--- config.mk ---
export PLATFORM = sky130hd
export DESIGN_NAME = hazard_tracker
export DESIGN_NICKNAME = d
export VERILOG_FILES = /design/src/rtl/hazard_tracker.sv
export SDC_FILE = /design/constraint.sdc
export NUM_CORES = 1
export LEC_CHECK = 0
export ABC_AREA = 0
export CORE_ASPECT_RATIO = 1.4
export CORE_MARGIN = 2
export CORE_UTILIZATION = 42
export CTS_CLUSTER_SIZE = 16
export DETAILED_ROUTE_END_ITERATION = 10
export GPL_TIMING_DRIVEN = 0
export PLACE_DENSITY = 0.86
export SLEW_MARGIN = 40
export SYNTH_ARGS = -nofsm -noshare
export SYNTH_HDL_FRONTEND = slang
export SYNTH_SLANG_ARGS = --single-unit
--- constraint.sdc ---
create_clock -name clk -period 4.1 [get_ports clk]
set_input_delay 0.41 -clock clk [delete_from_list [all_inputs] [get_ports clk]]
set_output_delay 0.41 -clock clk [all_outputs]
set_load 0.02 [all_outputs]
--- src/rtl/hazard_tracker.sv ---
// hazard_tracker: tracks EX/MEM/WB destination tags and stalls decode on load-use hazards
module hazard_tracker #(
  parameter logic [4:0] XZR = 5'd31,
  parameter int CNT_W = 16
) (
  input  logic             clk,
  input  logic             reset,
  input  logic             id_valid,
  input  logic [4:0]       id_rd,
  input  logic             id_wr_en,
  input  logic             id_mem_read,
  input  logic [4:0]       id_rn,
  input  logic [4:0]       id_rm,
  input  logic             id_reg2loc,
  input  logic             id_uses_a,
  input  logic             id_uses_b,
  input  logic             flush_id,
  output logic             stall,
  output logic [4:0]       ex_wr_reg,
  output logic             ex_wr_en,
  output logic             ex_mem_read,
  output logic [4:0]       mem_wr_reg,
  output logic             mem_wr_en,
  output logic [4:0]       wb_wr_reg,
  output logic             wb_wr_en,
  output logic [CNT_W-1:0] stall_cnt
);
  logic [4:0] src_b;
  logic hazard, bubble;
  always_comb begin
    src_b = id_reg2loc ? id_rm : id_rd;
    hazard = id_valid && ex_wr_en && ex_mem_read && ex_wr_reg != XZR &&
             ((id_uses_a && id_rn == ex_wr_reg) || (id_uses_b && src_b == ex_wr_reg));
    stall = hazard && !flush_id;
    bubble = !id_valid || flush_id || stall;
  end
  always_ff @(posedge clk or posedge reset) begin
    if (reset) begin
      ex_wr_reg <= '0;
      ex_wr_en <= 1'b0;
      ex_mem_read <= 1'b0;
      mem_wr_reg <= '0;
      mem_wr_en <= 1'b0;
      wb_wr_reg <= '0;
      wb_wr_en <= 1'b0;
      stall_cnt <= '0;
    end else begin
      ex_wr_reg <= bubble ? 5'd0 : id_rd;
      ex_wr_en <= bubble ? 1'b0 : id_wr_en && id_rd != XZR;
      ex_mem_read <= bubble ? 1'b0 : id_mem_read;
      mem_wr_reg <= ex_wr_reg;
      mem_wr_en <= ex_wr_en;
      wb_wr_reg <= mem_wr_reg;
      wb_wr_en <= mem_wr_en;
      if (stall && !(&stall_cnt)) stall_cnt <= stall_cnt + CNT_W'(1);
    end
  end
endmodule

==> qor.txt <==
Worst Hold Class -> reg -> reg
n_diodes -> 0
LEAKAGE -> 0.00107 µW
setup TNS -> 0 ns
Final Core Density -> 63.6%
Final ANT Viol Nets -> 0
crit path launch type -> primary input
TritonCTS buffer count -> 5
register area share after synthesis -> 56.7%
worst-path cell chain -> clkdlybuf4s50_1 -> nor2b_1 -> nand3_1 -> a31oi_1 -> nand2_1 -> inv_1 -> clkdlybuf4s50_1
layout cell share with drive strength beyond 1 -> 12.4%
number of flip-flops in the largest register -> 16
DRC viols -> 0
worst endpoint data arrival time -> 2.69 ns
io pins -> 60
Final nets -> 217
Unique masters post-synth -> 26
most frequent cells in the layout -> clkdlybuf4s50_1 (58), dfrtp_1 (35), xor2_1 (20), nand3_1 (10)
antenna violations before repair -> 0
vias -> 1193
DR WL/cell -> 14.3 µm
Mapped Area -> 1540 µm²
Worst Skew -> 0.00647 ns
final hold vios -> 0
Slew HR -> 52.2%
clk_lat worst skew -> 0.28 ns
Tot GR Track Use -> 16.9%
Seq. cell area -> 876 µm²
power density cells -> 308 nW/µm²
Root Buffer -> clkbuf_8
CTS Sinks -> 35
status -> finished clean
syn nets -> 152
# resized after CTS -> 0
most used cell, CP -> clkdlybuf4s50_1
starting density of the core -> 43.1%
worst slew pin tran -> 0.715 ns
Critical-path top delay cell -> clkdlybuf4s50_1
fraction of registers with async set/reset -> 100%
reg2reg start -> stall_cnt[0]$_DFFE_PP0P_
Max-cap violations -> 0
RSZ-0062 raised after global routing -> no
yosys warns -> 0
GRT Residual Overflow -> 0
largest net degree at the start of global routing -> 36
Place WS -> 1.05 ns
WP buf/inv -> 3
DP Cell Count -> 227
row cnt -> 26
required time worst endpoint -> 3.69 ns
Fill cells -> 302
Post-Route WL -> 3350 µm
Final Non-Filler Cells -> 235
first-pass GRT wire length -> 5460 µm
Vias/cell -> 5.08
fmax -> 0.323 GHz
Top reg by flops -> stall_cnt
DIE AREA -> 4180 µm²
post-DP HPWL -> 2540 µm
Multi-input gate area -> 631 µm²
cells after synthesis -> 127
Hold Worst Slack -> 0.383 ns
drt pass-1 iters -> 4
# H-tree levels -> 2
CTS tree -> yes
CTS Hold Bufs -> 0
post-synthesis average cell area -> 12.2 µm²
FF+latch count, synth -> 35
Max Root-Sink Buffers -> 2
critical path's top delay family -> buffers and inverters
Port Buf Inserts -> 58
Setup Buffers After CTS -> 0
critical path's largest stage delay -> 0.60 ns
Placer Congestion -> 0.745
Setup Crit Path Kind -> in -> out
crit path launch -> id_valid
EDFF count, synth -> 0
period utilization -> 75.5%
Core ar. -> 3580 µm²
Die W -> 55.2 µm
CP Max Fanout -> 8
VDD IR max -> 0.000203 V
Tmin final -> 3.10 ns
die height -> 75.7 µm
1st-iter DRT viols -> 20
Pins Over Slew Limit -> 0
Final setup violation count -> 0
most common cell after layout, fill and taps aside -> clkdlybuf4s50_1
setup ws final -> 1.00 ns
CTS clk-pin slew, worst paths -> 0.06 ns
Area Growth Syn to Fin -> 47.5%
ys flop type -> dfrtp_1
vias in the first global route -> 1254
startpoint of the lowest-slack hold path -> mem_wr_reg[3]$_DFF_PP0_
crit path capture type -> primary output
path summary, 6_finish.rpt:
| kind | to | slack (ns) | cells past startpoint |
|---|---|---|---|
| min in group asynchronous | mem_wr_en$_DFF_PP0_ | 0.57 | 2 |
| min reg2reg | wb_wr_reg[3]$_DFF_PP0_ | 0.38 | 0 |
| max reg2reg | stall_cnt[3]$_DFFE_PP0P_ | 1.99 | 8 |
| min | wb_wr_reg[3]$_DFF_PP0_ | 0.38 | 0 |
| max in group asynchronous | mem_wr_reg[3]$_DFF_PP0_ | 3.08 | 2 |
| max | stall | 1.00 | 7 |
per-layer routing:
metal	global-route usage, %	up-vias	routed length [µm]
li1	-	556	-
met1	18.3	587	1320
met2	30.3	45	1770
met3	5.09	5	203
met4	8.94	0	61
met5	0	-	0
cell families after synthesis:
kind of cell	count (synthesis)	share of synthesized area (%)
AO/OA/AOI/OAI	2	1.78
buffers and inverters	6	2.43
XOR/XNOR	25	14.2
multiplexers	6	3.97
flip-flops	35	56.7
adder cells (fa/ha/maj)	1	0.810
AND/OR/NAND/NOR	52	20.1
cell usage after synthesis (all sizes together) (2+ instances only):
cell,number,share of area [%]
inv,4,0.97
nand4,3,1.2
nand3,11,4.4
buf,2,1.5
mux2i,5,3.2
xnor2,5,2.8
nor3,3,0.97
dfrtp,35,57
and3,9,3.6
nand2,7,1.7
xor2,20,11
nor2,11,4.1
cell type report:
class	instances	area share [%]
Multi-Input combinational cell	86	27.7
Clock buffer	8	4.40
Timing Repair Buffer	58	25.5
Inverter	4	0.659
Buffer	2	0.989
Tap cell	42	2.31
Sequential cell	35	38.5
where the power goes:
part           switching, µW  internal, µW
logic                   32.9          41.0
clock network            116           153
registers               5.87           353
total                    155           547
metrics by stage:
step | power [µW] | area, µm²
floorplan | 396 | 1540
global placement | 437 | 2180
detailed placement | 440 | 2180
CTS | 712 | 2280
global route | 730 | 2280
finish | 701 | 2280
Note: power is estimated with default switching activity, not from simulation.
